[src/rtl/if_id_buffer.sv]
// Two-entry skid buffer between fetch and decode.
// Carries {pc, instr} pairs with a valid/ready handshake and drops wrong-path entries on flush.
module if_id_buffer #(
  parameter int WIDTH = 32
) (
  input  logic             clk,
  input  logic             reset,
  input  logic [WIDTH-1:0] pc_f,
  input  logic [WIDTH-1:0] instr_f,
  input  logic             valid_f,
  output logic             ready_f,
  input  logic             flush,
  output logic [WIDTH-1:0] pc_d,
  output logic [WIDTH-1:0] instr_d,
  output logic [WIDTH-1:0] pc_plus4_d,
  output logic             valid_d,
  input  logic             ready_d,
  output logic [1:0]       occupancy
);

  typedef enum logic [1:0] {
    EMPTY = 2'd0,
    ONE   = 2'd1,
    FULL  = 2'd2
  } state_t;

  state_t           state;
  logic             head;
  logic             tail;
  logic [WIDTH-1:0] pc_mem    [2];
  logic [WIDTH-1:0] instr_mem [2];

  logic push;
  logic pop;

  // ready_f depends only on registered state, never on ready_d
  assign ready_f    = (state != FULL);
  assign valid_d    = (state != EMPTY) && !flush;
  assign push       = valid_f && ready_f && !flush;
  assign pop        = valid_d && ready_d;

  assign pc_d       = pc_mem[head];
  assign instr_d    = instr_mem[head];
  assign pc_plus4_d = pc_d + WIDTH'(4);
  assign occupancy  = state;

  always_ff @(posedge clk) begin
    if (reset) begin
      state        <= EMPTY;
      head         <= 1'b0;
      tail         <= 1'b0;
      pc_mem[0]    <= '0;
      pc_mem[1]    <= '0;
      instr_mem[0] <= '0;
      instr_mem[1] <= '0;
    end else if (flush) begin
      state <= EMPTY;
      head  <= 1'b0;
      tail  <= 1'b0;
    end else begin
      if (push) begin
        pc_mem[tail]    <= pc_f;
        instr_mem[tail] <= instr_f;
        tail            <= ~tail;
      end
      if (pop) begin
        head <= ~head;
      end
      case (state)
        EMPTY:   if (push) state <= ONE;
        ONE:     if (push && !pop) state <= FULL;
                 else if (!push && pop) state <= EMPTY;
        FULL:    if (pop) state <= ONE;
        default: state <= EMPTY;
      endcase
    end
  end

endmodule

[config.mk]
export PLATFORM = sky130hd
export DESIGN_NAME = if_id_buffer
export DESIGN_NICKNAME = d
export VERILOG_FILES = /design/src/rtl/if_id_buffer.sv
export SDC_FILE = /design/constraint.sdc
export NUM_CORES = 1
export LEC_CHECK = 0
export BUFFER_PORTS_ARGS = -buffer_cell sky130_fd_sc_hd__buf_2
export CORE_MARGIN = 2
export CORE_UTILIZATION = 35
export DETAILED_ROUTE_END_ITERATION = 7
export GPL_TIMING_DRIVEN = 0
export PLACE_DENSITY = 0.63
export SLEW_MARGIN = 5
export SYNTH_ARGS = -nofsm -noshare
export SYNTH_HDL_FRONTEND = slang
export SYNTH_SLANG_ARGS = --single-unit
[constraint.sdc]
create_clock -name clk -period 7.4 [get_ports clk]
set_input_delay 1.48 -clock clk [delete_from_list [all_inputs] [get_ports clk]]
set_output_delay 1.48 -clock clk [all_outputs]
set_load 0.01 [all_outputs]
## Word level (Yosys, flattened, before mapping)

Memory sizes are Yosys's and may differ from the RTL's. A register that Yosys moved wholly into a read port is not among the register bits.
Index checks and enable logic that the tools add are counted.

| storage, ports and cells | value |
|---|---|
| register bits after elaboration | 4 |
| RAM bits | 128 |
| bits of input ports | 69 |
| output and inout bits | 100 |
| logic and storage cells | 50 |
| memories | 2 |

| cells by class | value |
|---|---|
| $add $sub $neg | 1 |
| equality and inequality tests | 6 |
| mux-type cells | 21 |
| bitwise gates (word level) | 2 |
| reductions and logical operators | 15 |

Memory list:

| memory | words | width | read ports | clocked after Yosys merged registers in | write ports | RTL line | text |
|---|---|---|---|---|---|---|---|
| instr_mem | 2 | 32 | 1 | 1 | 2 | 31 | `logic [WIDTH-1:0] instr_mem [2];` |
| pc_mem | 2 | 32 | 1 | 1 | 2 | 30 | `logic [WIDTH-1:0] pc_mem [2];` |

Operators by type and width:

| cell | count |
|---|---|
| 32-bit two-way mux | 2 |
| 32-bit OR reduction | 2 |
| 32-bit by 3-bit adder with 32-bit output (second input constant) | 1 |
| 1-bit two-way mux | 14 |
| 2-bit two-way mux | 4 |
| 1-bit logical AND | 6 |
| 2-bit inequality test (second input constant) | 3 |
| 2-bit case mux with 3 select lines | 1 |
| 1-bit logical NOT | 3 |
| 3-bit inequality test (second input constant) | 1 |
| 3-bit AND reduction | 1 |
| 2-bit by 1-bit == test with 1-bit output (second input constant) | 1 |
| 2-bit == test (second input constant) | 1 |
| 2-bit logical NOT | 1 |
| 1-bit NOT | 2 |
| 2-bit nonzero test | 1 |
| 2-bit OR reduction | 1 |

## Longest topological paths before layout

| logic depth | value |
|---|---|
| word-level depth | 9 |
| mapped depth | 12 |
| gate-level depth less buffers | 8 |

## Worst setup path before layout

Ideal clock, no wire load.

| timing path | value |
|---|---|
| path kind | input to register |
| from | input port flush |
| to | memory instr_mem[0][0] (enable) |
| library setup time | 0.581 ns |
| arrival time | 6.451 ns |
| required time | 6.819 ns |
| setup slack | 0.368 ns |
| stages on the path | 2 |
| buffers on the path | 1 |
| cells stage by stage | clkbuf_1 -> o31ai_1 |

RTL lines:

| element | RTL line | text |
|---|---|---|
| start: declaration | 12 | `input logic flush,` |
| end: declaration | 31 |  |

==> flow_results.org <==
** Logic synthesis
- Synthesis instantiated 48 different standard cells from the library.
- Dominant register cell in the synthesized netlist :: edfxtp_1
- After synthesis, the share of flip-flops with an asynchronous set or reset is 0%.
- Dominant combinational cell family by area after synthesis :: simple AND/OR/NAND/NOR gates
- Of the total synthesized cell area, the portion taken by full adders, half adders and majority gates is 0.372%.
- After Yosys synthesis, XOR and XNOR cells account for 3.65% of the synthesized area.
- Sorting the synthesized cells by area gives the leading types as edfxtp_1 (57%), and2_1 (12%), mux2_2 (8.7%), xor2_1 (2.0%), xnor2_1 (1.7%).
- Register area share after synthesis :: 58.7%
- The Yosys step of the flow raised 0 warnings.
- Area fraction of the dominant cell type after synthesis :: 57.2%
- The portion of synthesized area spent on multiplexers is 9.75%.
- Top cell types by occurrence after synthesis :: and2_1 (128), edfxtp_1 (128), mux2_2 (52)
- Mapped Nets :: 579
- Average footprint of a synthesized cell :: 13.2 µm²
- Synthesis produced a netlist whose cell count is 508.
- Summing the areas of all and, or, nand and nor instances in the mapped netlist gives 20.7% of the synthesized area.
- The biggest area contributor in the post-synthesis netlist is edfxtp_1.
- EDFF count, synth :: 128
- Summing every instance area after synthesis gives 6720 µm².
- In this run, synthesis produced a sequential element count of 133.
- Compound-Gate Fraction of Synth Area :: 3.87%

** Clock network
- Number of H-tree branching levels :: 4
- TritonCTS built the clock tree.
- Buffers inserted during clock tree synthesis total 17.
- Root Driver :: clkbuf_16
- The later pin in the worst-skew pair is clocked with a latency of 0.41 ns.
- Post-cts repair resize count :: 0
- Post-CTS clock slew at the launch and capture registers of the worst setup and hold paths :: 0.05 ns
- In this run, post-CTS hold repair placed 0 buffers.
- The clock passes through at most 2 buffers.
- Once the clock tree was built, the setup fixing pass inserted 0 buffers.
- The clock net in this run drives a total of 133 sinks.

** Pwr
- Leakage power total :: 3.55 nW
- Worst IR Drop VDD :: 142 µV
- Power density over cell area :: 213 nW/µm²
- After layout, the design draws a total of 1.80 mW.

** Critical path
- Of all nets on the critical path, the largest fanout is 10.
- The worst register-to-register path begins at occupancy[0].
- The worst setup path is captured at an output port.
- Worst Path Required :: 5.92 ns
- Data arrival time of the worst path :: 3.88 ns
- By startpoint and endpoint, the worst setup path is classified as reg -> out.
- Crit start category :: flip-flop

** Die
- DIE HEIGHT :: 143 µm
- The die covers 20300 µm².
- The core region is 18800 µm².
- Number of placement rows :: 50
- In this run the horizontal extent of the chip is 143 µm.
- 169 I/O pins were placed.
- Once the floorplan was initialized, standard cells occupied 35.8% of the core.

** Drt
- Number of optimization iterations in the first detailed-route pass :: 4
- Using the TritonRoute via totals, the vias-per-cell ratio works out to 4.92.
- After the first detailed-routing iteration, the DRC count stood at 210.
- Wires add up to 16700 µm.
- Via count :: 4636
- WL/cell :: 17.8 µm
- Number of DRC violations after detailed routing :: 0
- Number of nets still failing antenna checks after routing :: 0

** Worst hold path
- In this run the worst hold path is classified as reg -> reg.
- The startpoint identified for the worst hold timing path is head.

** Layout
- After the last flow step, the layout net total stands at 770.
- Final standard cell utilization of the core :: 45.0%
- Relative to the synthesized area, the layout overhead comes to 25.7%.
- Cells with a size suffix above 1 make up 40.4% of the layout.

** Timing
- Slew at the pin with the worst max-slew slack :: 0.769 ns
- The count of final max-slew check failures came to 0.
- Finish-stage setup viols :: 0
- Final Cycle Share :: 72.4%
- The worst path in the final design needs a cycle of 5.36 ns, including I/O delays and setup.
- In this run the tightest slew margin relative to its limit is 48.8%.
- Setup slack on the critical path of the routed design comes to 2.04 ns.
- Setup repair after global routing left no endpoint under its margin.
- FMAX :: 187 MHz
- The total count of hold-check failures in the final report came to 0.
- Clock tree skew after final layout :: 0.00372 ns

** GRT
- The via count of the first global-routing pass is 4709.
- Wire length of the first global-routing pass :: 25300 µm
- Residual overflow from global routing :: 0
- Entering global routing, the biggest net connects 35 pins.
- Global routing consumed, over all layers together, 16.6% of the routing resources.
- The number of antenna violations at the first check in global routing was 2.

** Flow run
- Max-cap viol count :: 0

** Placed design
- Worst setup slack after placement :: 2.42 ns
- The congestion estimate from routability-driven global placement came to 0.851.
- The HPWL after detailed placement is 12400 µm.
- Buffers placed on the I/O ports in this run total 167.

** Run status
- Status :: finished clean
-- area by class of cell --
type,instances,area [µm²]
Buffer,28,161
Clock inverter,7,61.3
Sequential cell,133,3940
Timing Repair Buffer,172,916
Fill cell,1743,10300
Clock buffer,21,440
Antenna cell,1,2.50
Multi-Input combinational cell,337,2600
Inverter,10,37.5
Tap cell,234,293
-- stage by stage --
| step | instance area, µm² | TNS [ns] | hold slack (ns) | instances |
|---|---|---|---|---|
| floorplan | 6720 | 0 | 0.520 | 508 |
| global placement | 7850 | -175.14 | 0.541 | 909 |
| detailed placement | 7950 | 0 | 0.546 | 914 |
| CTS | 8450 | 0 | 0.562 | 942 |
| global route | 8450 | 0 | 0.581 | 942 |
| finish | 8450 | 0 | 0.561 | 943 |
-- layer usage --
layer | global-route usage, % | vias up | part of all wire (%)
li1 | - | 2223 | -
met3 | 5.18 | 28 | 6.6
met5 | 0 | - | 0
met2 | 28.6 | 156 | 51
met1 | 19.6 | 2229 | 41
met4 | 5.99 | 0 | 1.9
-- cell usage in the layout, fill, tap and decap left out, types with 5 or more instances in the layout --
cell       Yosys  final
clkbuf_16      0     17
xnor2_1       13     13
nand4_1        6      6
clkbuf_1       9     13
nor2b_1        6      6
a21oi_1        5      5
xor2_1        15     15
nand2_1       14     14
dfxtp_1        5      5
nor2_1        14     14
clkbuf_2       6      6
nand3_1        9      9
nand3b_1       9      9
a22oi_1        5      5
edfxtp_1     128    128
nor3_1         5      5
inv_1         10     10
mux2_2        52     52
nand4b_1       6      6
buf_2          6    173
and2_1       128    128
a21o_1         6      6
mux2i_1        7      7
-- critical path, stage by stage (launching register included) --
cell and delay [ns]:
dfxtp_1 0.45, buf_6 0.23, buf_4 0.22, buf_2 0.36
buf_2 0.35, mux2i_1 0.15, inv_1 0.09, ha_1 0.27
nand4b_1 0.14, a22oi_2 0.34, nand4_2 0.30, nor3_2 0.20
xnor2_1 0.17, buf_2 0.17
-- final timing paths --
check                          end  slack [ns]  cells past startpoint
hold / removal           flip-flop        0.56                      2
hold reg to reg          flip-flop        0.56                      2
setup reg to reg  instr_mem[1][11]        4.56                      6
setup / recovery    pc_plus4_d[30]        2.04                     13
-- cells by family (layout without fill, tap and decap cells) --
logic type / count (synthesis) / after routing
compound gates: 32 / 32
fa+ha+maj: 2 / 2
mux: 59 / 59
buf+inv: 38 / 238
other cells: 0 / 1
flops: 133 / 133
xor+xnor: 28 / 28
simple gates: 216 / 216
-- flip-flops by register name, indices dropped and copies added, names as in the netlist, named ones only --
signal	count
occupancy	2
tail	1
instr_mem	64
pc_mem	64
head	1
-- report_power, final --
part	internal (mW)	switching, mW	leakage (nW)
Sequential	0.868	0.0180	1.38
Clock	0.449	0.287	0.246
Combinational	0.0810	0.100	1.92
Total	1.40	0.405	3.55
Power figures use the tool's default switching activity.
